`src/rtl/drv_chk_1r1wor2w_1rw.sv`:
```
// drv_chk_1r1wor2w_1rw
// Pseudo-random traffic initiator and read checker for the virtual port of a 1r1w-or-2w
// algorithmic memory. Each RUN cycle issues either one read plus one write (both on port 0)
// or two writes. One address (select_addr) is shadowed. Every read is checked for a
// matching rd_vld at READ_LAT, and reads of the shadowed address are also checked for data.
// Optional build macro: DRV_CHK_IDLE_INS_EN inserts LFSR-driven idle cycles while running.
module drv_chk_1r1wor2w_1rw #(
  parameter int unsigned WIDTH    = 32,
  parameter int unsigned NUMADDR  = 8192,
  parameter int unsigned BITADDR  = 13,
  parameter int unsigned READ_LAT = 2,
  parameter int unsigned NUMTXN   = 1024,
  parameter int unsigned BITTXN   = 16,
  parameter logic [31:0] SEED     = 32'hACE1_2B3D
) (
  input  logic                 clk,
  input  logic                 rst,
  input  logic                 start,
  input  logic                 ready,
  input  logic [BITADDR-1:0]   select_addr,
  output logic                 read,
  output logic [1:0]           write,
  output logic [2*BITADDR-1:0] addr,
  output logic [2*WIDTH-1:0]   din,
  input  logic                 rd_vld,
  input  logic [WIDTH-1:0]     rd_dout,
  input  logic                 rd_err,
  output logic                 busy,
  output logic                 done,
  output logic                 fail,
  output logic [BITTXN-1:0]    err_cnt,
  output logic [BITTXN-1:0]    txn_cnt
);

  // Galois feedback mask for taps 32,22,2,1 (right-shifting form).
  localparam logic [31:0] LfsrTaps = 32'h8020_0003;
  localparam int unsigned DrainW  = (READ_LAT > 1) ? $clog2(READ_LAT) : 1;

  typedef enum logic [2:0] {
    StIdle,
    StWaitRdy,
    StRun,
    StDrain,
    StDone
  } state_e;

  typedef struct packed {
    logic             rd;
    logic             sel;
    logic             shadow_vld;
    logic [WIDTH-1:0] expected;
  } pipe_t;

  state_e              state_q, state_d;
  logic [31:0]         lfsr_q, lfsr_d, lfsr_next;
  logic [BITTXN-1:0]   txn_cnt_q, txn_cnt_d;
  logic [BITTXN-1:0]   err_cnt_q, err_cnt_d;
  logic [DrainW-1:0]   drain_cnt_q, drain_cnt_d;
  logic                done_q, done_d;
  logic                fail_q, fail_d;
  logic [WIDTH-1:0]    shadow_q, shadow_d;
  logic                shadow_vld_q, shadow_vld_d;
  pipe_t               pipe_q [READ_LAT];
  pipe_t               pipe_in, pipe_out;

  logic                idle_slot, issue, mode_2w;
  logic [BITADDR-1:0]  addr0, addr1, addr1_raw, addr1_alt;
  logic [31:0]         word0, word1;
  logic [WIDTH-1:0]    data0, data1;
  logic                wr0_sel, wr1_sel;
  logic                vld_err, data_err, flag_err, mismatch;

  // Out-of-range raw addresses are pulled back into range by dropping their MSB.
  function automatic logic [BITADDR-1:0] fold_addr(input logic [BITADDR-1:0] a);
    logic [BITADDR-1:0] r;
    r = a;
    if (32'(a) >= NUMADDR) r[BITADDR-1] = 1'b0;
    return r;
  endfunction

  assign lfsr_next = {1'b0, lfsr_q[31:1]} ^ (lfsr_q[0] ? LfsrTaps : 32'h0);
  assign mode_2w   = lfsr_q[0];

`ifdef DRV_CHK_IDLE_INS_EN
  assign idle_slot = (lfsr_q[7:5] == 3'b000);
`else
  assign idle_slot = 1'b0;
`endif

  assign issue = (state_q == StRun) && ready && !idle_slot;

  // Port addresses; port 1 is nudged off port 0 so the two writes never collide.
  always_comb begin
    addr0     = (lfsr_q[3:2] == 2'b00) ? select_addr : fold_addr(lfsr_q[4 +: BITADDR]);
    addr1_raw = fold_addr(lfsr_q[31 -: BITADDR]);
    addr1_alt = addr1_raw ^ BITADDR'(1);
    if (32'(addr1_alt) >= NUMADDR) addr1_alt = addr1_raw ^ BITADDR'(2);
    addr1     = (addr1_raw == addr0) ? addr1_alt : addr1_raw;
  end

  // Write data: LFSR state salted with the transaction number and port index.
  always_comb begin
    word0 = lfsr_q ^ 32'({txn_cnt_q, 1'b0});
    word1 = lfsr_q ^ 32'({txn_cnt_q, 1'b1});
    data0 = '0;
    data1 = '0;
    for (int i = 0; i < int'(WIDTH); i++) begin
      data0[i] = word0[i % 32];
      data1[i] = word1[i % 32];
    end
  end

  // Memory-side request outputs; everything is zero on non-issue cycles.
  always_comb begin
    read  = 1'b0;
    write = 2'b00;
    addr  = '0;
    din   = '0;
    if (issue) begin
      read                  = !mode_2w;
      write                 = {mode_2w, 1'b1};
      addr[BITADDR-1:0]     = addr0;
      din[WIDTH-1:0]        = data0;
      if (mode_2w) begin
        addr[2*BITADDR-1:BITADDR] = addr1;
        din[2*WIDTH-1:WIDTH]      = data1;
      end
    end
  end

  // Shadow copy of select_addr; a same-cycle read still sees the old value.
  always_comb begin
    wr0_sel      = write[0] && (addr0 == select_addr);
    wr1_sel      = write[1] && (addr1 == select_addr);
    shadow_d     = shadow_q;
    shadow_vld_d = shadow_vld_q;
    if (wr1_sel) begin
      shadow_d     = data1;
      shadow_vld_d = 1'b1;
    end else if (wr0_sel) begin
      shadow_d     = data0;
      shadow_vld_d = 1'b1;
    end
  end

  // Entry for the expect pipe and the comparison at the read-return stage.
  always_comb begin
    pipe_in.rd         = read;
    pipe_in.sel        = read && (addr0 == select_addr);
    pipe_in.shadow_vld = shadow_vld_q;
    pipe_in.expected   = shadow_q;
    pipe_out           = pipe_q[READ_LAT-1];
    vld_err            = pipe_out.rd ^ rd_vld;
    flag_err           = rd_vld && rd_err;
    data_err           = rd_vld && !rd_err && pipe_out.rd && pipe_out.sel &&
                         pipe_out.shadow_vld && (rd_dout != pipe_out.expected);
    mismatch           = vld_err || flag_err || data_err;
  end

  // Run sequencing: wait for ready, issue NUMTXN cycles, drain READ_LAT cycles.
  always_comb begin
    state_d     = state_q;
    drain_cnt_d = drain_cnt_q;
    lfsr_d      = (state_q == StRun) ? lfsr_next : lfsr_q;
    unique case (state_q)
      StIdle: begin
        if (start) state_d = StWaitRdy;
      end
      StWaitRdy: begin
        if (ready) state_d = StRun;
      end
      StRun: begin
        drain_cnt_d = '0;
        if (issue && (txn_cnt_q == BITTXN'(NUMTXN - 1))) state_d = StDrain;
      end
      StDrain: begin
        drain_cnt_d = drain_cnt_q + DrainW'(1);
        if (drain_cnt_q == DrainW'(READ_LAT - 1)) state_d = StDone;
      end
      StDone: begin
        state_d = StIdle;
      end
      default: begin
        state_d = StIdle;
      end
    endcase
  end

  // Run status; a start in IDLE clears everything from the previous run.
  always_comb begin
    txn_cnt_d = txn_cnt_q;
    err_cnt_d = err_cnt_q;
    done_d    = done_q;
    fail_d    = fail_q;
    if (issue) txn_cnt_d = txn_cnt_q + BITTXN'(1);
    if ((state_q == StDrain) && (state_d == StDone)) done_d = 1'b1;
    if (mismatch) begin
      fail_d = 1'b1;
      if (err_cnt_q != '1) err_cnt_d = err_cnt_q + BITTXN'(1);
    end
    if ((state_q == StIdle) && start) begin
      txn_cnt_d = '0;
      err_cnt_d = '0;
      done_d    = 1'b0;
      fail_d    = 1'b0;
    end
  end

  // State registers with synchronous reset.
  always_ff @(posedge clk) begin
    if (rst) begin
      state_q      <= StIdle;
      lfsr_q       <= SEED;
      txn_cnt_q    <= '0;
      err_cnt_q    <= '0;
      drain_cnt_q  <= '0;
      done_q       <= 1'b0;
      fail_q       <= 1'b0;
      shadow_q     <= '0;
      shadow_vld_q <= 1'b0;
      for (int i = 0; i < int'(READ_LAT); i++) pipe_q[i] <= '0;
    end else begin
      state_q      <= state_d;
      lfsr_q       <= lfsr_d;
      txn_cnt_q    <= txn_cnt_d;
      err_cnt_q    <= err_cnt_d;
      drain_cnt_q  <= drain_cnt_d;
      done_q       <= done_d;
      fail_q       <= fail_d;
      shadow_q     <= shadow_d;
      shadow_vld_q <= shadow_vld_d;
      pipe_q[0]    <= pipe_in;
      for (int i = 1; i < int'(READ_LAT); i++) pipe_q[i] <= pipe_q[i-1];
    end
  end

  assign busy    = (state_q == StWaitRdy) || (state_q == StRun) || (state_q == StDrain);
  assign done    = done_q;
  assign fail    = fail_q;
  assign err_cnt = err_cnt_q;
  assign txn_cnt = txn_cnt_q;

endmodule

```
`config.mk`:
```
export PLATFORM = sky130hd
export DESIGN_NAME = drv_chk_1r1wor2w_1rw
export DESIGN_NICKNAME = d
export VERILOG_FILES = /design/src/rtl/drv_chk_1r1wor2w_1rw.sv
export SDC_FILE = /design/constraint.sdc
export NUM_CORES = 1
export LEC_CHECK = 0
export ABC_AREA = 1
export CELL_PAD_IN_SITES_DETAIL_PLACEMENT = 1
export CELL_PAD_IN_SITES_GLOBAL_PLACEMENT = 1
export CORE_MARGIN = 10
export CORE_UTILIZATION = 32
export CTS_CLUSTER_DIAMETER = 30
export CTS_CLUSTER_SIZE = 16
export DETAILED_ROUTE_END_ITERATION = 10
export GPL_TIMING_DRIVEN = 0
export PLACE_DENSITY_LB_ADDON = 0.1
export SLEW_MARGIN = 25
export SYNTH_ARGS = -nofsm -noshare
export SYNTH_HDL_FRONTEND = slang
export SYNTH_SLANG_ARGS = --single-unit
```
`constraint.sdc`:
```
create_clock -name clk -period 1.9 [get_ports clk]
set_input_delay 0.19 -clock clk [delete_from_list [all_inputs] [get_ports clk]]
set_output_delay 0.19 -clock clk [all_outputs]
set_load 0.01 [all_outputs]
```
# Word level (Yosys, flattened, before mapping)
# Memories as Yosys holds them, arrays and structs flattened.
# Index checks and enable logic that the tools add are counted.
[totals]
ff_bits = 103
ramBits = 70
n_memories = 1
[op_classes]
add_sub_neg = 3
n_eq_ne = 10
mux = 24
n_bitwise = 7
n_reduce_logical = 25
[memory_table]
columns = ["name", "depth", "word_bits", "rd", "rd_clocked_by_memory_dff", "write_ports", "line_no", "source"]
rows = [
  ["pipe_q", 2, 35, 2, 0, 2, "63", "pipe_t pipe_q [READ_LAT];"],
]
[op_table]
columns = ["op", "count"]
rows = [
  ["32-bit two-way mux", 4],
  ["35-bit two-way mux", 2],
  ["64-bit two-way mux", 1],
  ["32-bit by 17-bit bitwise XOR with 32-bit output", 2],
  ["13-bit == test", 3],
  ["16-bit by 1-bit adder with 16-bit output, second input constant", 2],
  ["32-bit != test", 1],
  ["31-bit by 32-bit bitwise XOR with 32-bit output", 1],
  ["13-bit two-way mux", 2],
  ["26-bit two-way mux", 1],
  ["16-bit by 10-bit == test with 1-bit output, second input constant", 1],
  ["16-bit != test, second input constant", 1],
  ["1-bit logical AND", 13],
  ["3-bit two-way mux", 4],
  ["3-bit case mux with 4 select lines", 1],
  ["1-bit two-way mux", 7],
  ["3-bit by 2-bit == test with 1-bit output, second input constant", 2],
  ["1-bit logical OR", 4],
  ["2-bit nonzero test", 2],
  ["3-bit by 1-bit == test with 1-bit output, second input constant", 1],
  ["3-bit == test, second input constant", 1],
  ["3-bit zero test", 1],
  ["1-bit zero test", 2],
  ["2-bit zero test", 1],
  ["other kinds (8)", 9],
]

# Longest topological paths before layout
[logic_depth]
depth_word = 8
depth_mapped = 19
ltp_nobuf = 17

# Least setup slack after synthesis
# Ideal clock, no wire load.
[synth_timing]
kind = "flip-flop to flip-flop"
start = "register err_cnt_q[0] (netlist: err_cnt[0])"
end = "register err_cnt_q[6] (netlist: err_cnt[6])"
setup_time_ns = 0.115
arrival_time_ns = 1.994
required_time_ns = 1.785
slack_ns = -0.209
stages_incl_launch_ff = 12
synth_period_minus_slack_ns = 2.109
cell_sequence = "dfxtp_1 -> ha_1 -> nand2_1 -> nor3_1 -> nand3_1 -> inv_1 -> nand3_1 -> nand2_1 -> clkinv_1 -> clkbuf_1 -> a21oi_1 -> nor2_1"
[synth_via]
elab_chain_len = 2
[synth_rtl]
columns = ["element", "line_no", "source"]
rows = [
  ["start, declared", "57", "logic [BITTXN-1:0] err_cnt_q, err_cnt_d;"],
  ["start signal, assigned", "226", "err_cnt_q <= err_cnt_d;"],
  ["parallel branches: the longest is 2 deep, another holds 16-bit by 1-bit adder with 16-bit output", "n/a", ""],
]
# Several ways; the timed one is not identified.
# A chain may end at the register's enable or synchronous reset.

# Worst setup path after layout
[layout_timing]
start = "register lfsr_q[3]"
end = "output addr[13]"
[layout_via]
elab_chain_len = 6
[layout_rtl]
columns = ["element", "line_no", "source"]
rows = [
  ["start, declared", "55", "logic [31:0] lfsr_q, lfsr_d, lfsr_next;"],
  ["start signal, assigned", "224", "lfsr_q <= lfsr_d;"],
  ["2-bit zero test", "94", "addr0 = (lfsr_q[3:2] == 2'b00) ? select_addr : fold_addr(lfsr_q[4 +: BITADDR]);"],
  ["13-bit two-way mux", "94", ""],
  ["13-bit == test", "98", "addr1 = (addr1_raw == addr0) ? addr1_alt : addr1_raw;"],
  ["1-bit two-way mux", "98", ""],
  ["13-bit two-way mux", "124", "if (mode_2w) begin"],
  ["26-bit two-way mux", "119", "if (issue) begin"],
  ["end, declared", "23", "output logic [2*BITADDR-1:0] addr,"],
]
# Every way passes these cells.

==> reports/metrics.yaml <==
pwr:
  clock_power_share_pct: 40.5
  swShare_pct: 30.3
  vdd_ir_drop_max_mv: 0.577
  p_seq_share_pct: 44.2
  p_leak_uw: 0.00527
  pwr-share-comb_pct: 15.3
  switching_power_uw: 2590
  p_int_uw: 5980
  p_per_area_nw_per_um2: 653
synth:
  synth_cell_types: 34
  yosysWarnings: 0
  synthTopCellsByCount: "202 x nand2_1, 186 x inv_1, 173 x dfxtp_1, 171 x nor2_1, 96 x a21oi_1"
  synth.area.top_cells: "dfxtp_1 42%, nand2_1 9.3%, inv_1 8.6%"
  synth.avg_cell_area_um2: 6.92
  ys_ff_latch: 173
  synth_top_area_share_pct: 42.4
  async_flop_share_pct: 0
  synthesis.area_um2: 8160
  synth_largest_area_cell: "dfxtp_1"
  ys.flop_type: "dfxtp_1"
  synth-edff-count: 0
  synth.most_common_cell: "nand2_1"
  seq_area_frac_synth_pct: 42.4
  syn_inst: 1180
  synthesis.nets: 1234
routing:
  viasPerCell: 4.86
  first_pass_iters: 5
  detail-route-antenna-nets: 0
  route.detailed.drc: 0
  wire_per_inst_um: 18.8
  finalWirelength_mm: 33.7
  drt-initial-drc-count: 464
  routed-via-count: 8700
worst_setup_path:
  crit_chain: "nor2_4 > buf_6 > nand2_2 > nand3_2 > nand2_2 > nor2_4 > nand2_2 > nor2_4 > nand2_2 > nand2_4 > nand2_4 > nor2_4 > buf_6"
  worstPathArrival_ps: 2190
  cpLargestDelayFamily: "simple AND/OR/NAND/NOR gates"
  end_kind: "output port"
  path_class: "reg -> out"
  crit_path_start_kind: "flip-flop"
  r2r_slack_ps: -450
  slowest_stage: "dfxtp_4"
  path_max_fanout: 5
  ff2ff_path_depth: 17
  critPathMaxStageDelay_ps: 380
  crit_buf_inv: 2
  cp.depth: 13
  required_ps: 1710
floorplanning:
  pin_count: 179
  fp.dieH_um: 180
  design.die.area_um2: 32300
  rows: 58
  die_w_um: 180
  start_util_pct: 32.5
  core_um2: 25100
layout:
  drive_gt1_share_pct: 31.2
  multiInputGateArea_um2: 4780
  nets: 1500
  final_area_um2: 13100
  final_util_pct: 52.3
  regArea_um2: 3490
  final.fill_count: 3062
  n_antenna_cell: 0
  syn2layout_area_growth_pct: 60.8
clock_tree:
  cts_tree: "done"
  clkSlewWorstSetupHoldPaths_ps: 80
  clock_latency_ps: 440
  cts-hold-fix-buffers: 0
  cts.sinks: 173
  clockBufferDepth: 2
  htreeDepth: 4
  root_buffer: "clkbuf_16"
  cts_buffers: 17
hold_path:
  holdPathStages: 2
  hp-class: "reg -> reg"
sta:
  fin_worst_skew_ps: 14.3
  drv_slew: 0
  setup_tns_ps: -38000
  timing.fmax_mhz: 420
  rsz0062_at_grt: "true"
  fin_crit_sh_pct: 125
  worstMarginPinSlew_ps: 829
  layout_setup_ws_ps: -482
  min_period_ps: 2380
  setup_viol: 132
  relSlewSlack_pct: 44.3
  hold_viol_final: 0
grt:
  grtUsageTotal_pct: 18.9
  grt_max_degree: 19
  antenna_found_initial: 0
  grt_pass1_wl_mm: 49.6
  globalRouteOverflowTotal: 0
  grt_pass1_vias: 8750
place:
  place_congestion: 0.888
  placed_area_um2: 10400
  port_buffers: 177
  hpwl_mm: 22.7
job:
  cap_violations: 0
run_status:
  outcome: "finished, violations left"
  violations: "setup timing"
-- final cells by class --
cell class,instances,share of cell area (%)
buffer,60,3.86
clock buffer,17,3.24
clock inverter,15,1.10
inverter,193,5.76
multi-input combinational,750,36.4
sequential,173,26.6
timing repair buffer,251,19.9
tap,330,3.15
-- kinds of logic (layout without fill, tap and decap cells) --
logic type | count (synthesis) | count (layout) | share of synthesized area, %
xor+xnor | 59 | 59 | 6.33
flops | 173 | 173 | 42.4
fa+ha+maj | 3 | 3 | 0.460
other cells | 1 | 1 | 0.0459
simple gates | 540 | 540 | 28.4
compound gates | 147 | 147 | 9.09
buf+inv | 257 | 536 | 13.2
-- final timing paths --
kind | endpoint | from
setup / recovery | addr[13] | lfsr_q[3]$_SDFFE_PP1P_
setup reg to reg | shadow_q[8]$_SDFFE_PP0P_ | lfsr_q[3]$_SDFFE_PP1P_
hold / removal | pipe_q[0][45]$_SDFF_PP0_ | pipe_q[0][10]$_SDFF_PP0_
hold reg to reg | pipe_q[0][45]$_SDFF_PP0_ | pipe_q[0][10]$_SDFF_PP0_
-- worst reg2reg max path, stage by stage (launching register included) --
cell and delay, ps:
dfxtp_4 380, nor2_4 230, buf_6 190, nand2_2 70, nand3_2 90, nand2_2 80, nor2_4 120, nand2_2 70
nor2_4 100, nand2_2 80, nand2_4 90, nand2_4 80, nand2_2 90, nand3_4 140, nand2_8 150, buf_4 140
nand2_1 60, a21oi_1 120
-- placed cells by master (no fill, tap or decap), types with 4 or more instances in the layout --
| master | netlist | routed |
|---|---|---|
| nor3_2 | 1 | 10 |
| buf_6 | 7 | 114 |
| nand4_1 | 16 | 16 |
| nand3_1 | 88 | 74 |
| nor4_1 | 7 | 4 |
| or2_2 | 6 | 6 |
| inv_8 | 0 | 7 |
| inv_2 | 5 | 4 |
| o21ai_0 | 45 | 39 |
| nand3_2 | 0 | 11 |
| nand2_4 | 0 | 22 |
| nand2_2 | 5 | 27 |
| nor3_4 | 1 | 13 |
| xor2_1 | 17 | 17 |
| nand3_4 | 1 | 4 |
| nand2_1 | 202 | 157 |
| buf_12 | 0 | 9 |
| buf_4 | 16 | 32 |
| inv_1 | 186 | 181 |
| buf_2 | 3 | 28 |
| xnor2_1 | 42 | 39 |
| buf_8 | 0 | 6 |
| nor2_1 | 171 | 109 |
| dfxtp_2 | 0 | 6 |
| a21oi_2 | 0 | 20 |
| inv_4 | 0 | 4 |
| nor3_1 | 35 | 14 |
| dfxtp_4 | 0 | 5 |
| clkbuf_16 | 0 | 23 |
| clkdlybuf4s50_1 | 0 | 85 |
| dfxtp_1 | 173 | 162 |
| clkbuf_2 | 0 | 7 |
| nor2_4 | 0 | 55 |
| nor2_2 | 2 | 9 |
| a21oi_1 | 96 | 73 |
| clkbuf_1 | 34 | 20 |
| o21ai_2 | 0 | 4 |
-- registers in the layout, summed over array words and instances, names as in the netlist --
register      count
fail              1
done              1
shadow_q         32
lfsr_q           32
txn_cnt          16
drain_cnt_q       1
pipe_q           70
shadow_vld_q      1
err_cnt          16
state_q           3
-- metrics by stage --
step                      worst slack, ps  power [uW]  std cells  hold WS, ps
after CTS                            -483        8350       1754          406
final                                -482        8570       1789          400
after global routing                 -627        8880       1789          419
after global placement               -975        4750       1687          394
after floorplan                     -22.9        4300       1180          365
after detailed placement             -985        4760       1687          396
-- layer usage --
metal  vias up  global-route usage, %  share of wire [%]
li1       4195                      -                  -
met1      4138                   23.3                 43
met2       287                   31.3                 48
met3        80                   4.28                5.5
met4         0                   7.58                3.6
met5         -                      0                  0
-- repair_timing --
item / 4_1_cts / 5_1_grt
pin swaps: 17 / 44
cloned: 8 / 5
buffers inserted: 27 / 39
endpoints found under the setup margin: 152 / 154
resized for setup: 592 / 297
-- power groups by stage --
stage          clock, uW  combinational, uW  sequential (uW)
2_1_floorplan          0                472             3820
3_3_place_gp           0                889             3860
3_5_place_dp           0                900             3860
4_1_cts             3500               1080             3780
5_1_grt             3690               1400             3790
6_report            3470               1310             3790
Power figures use the tool's default switching activity.
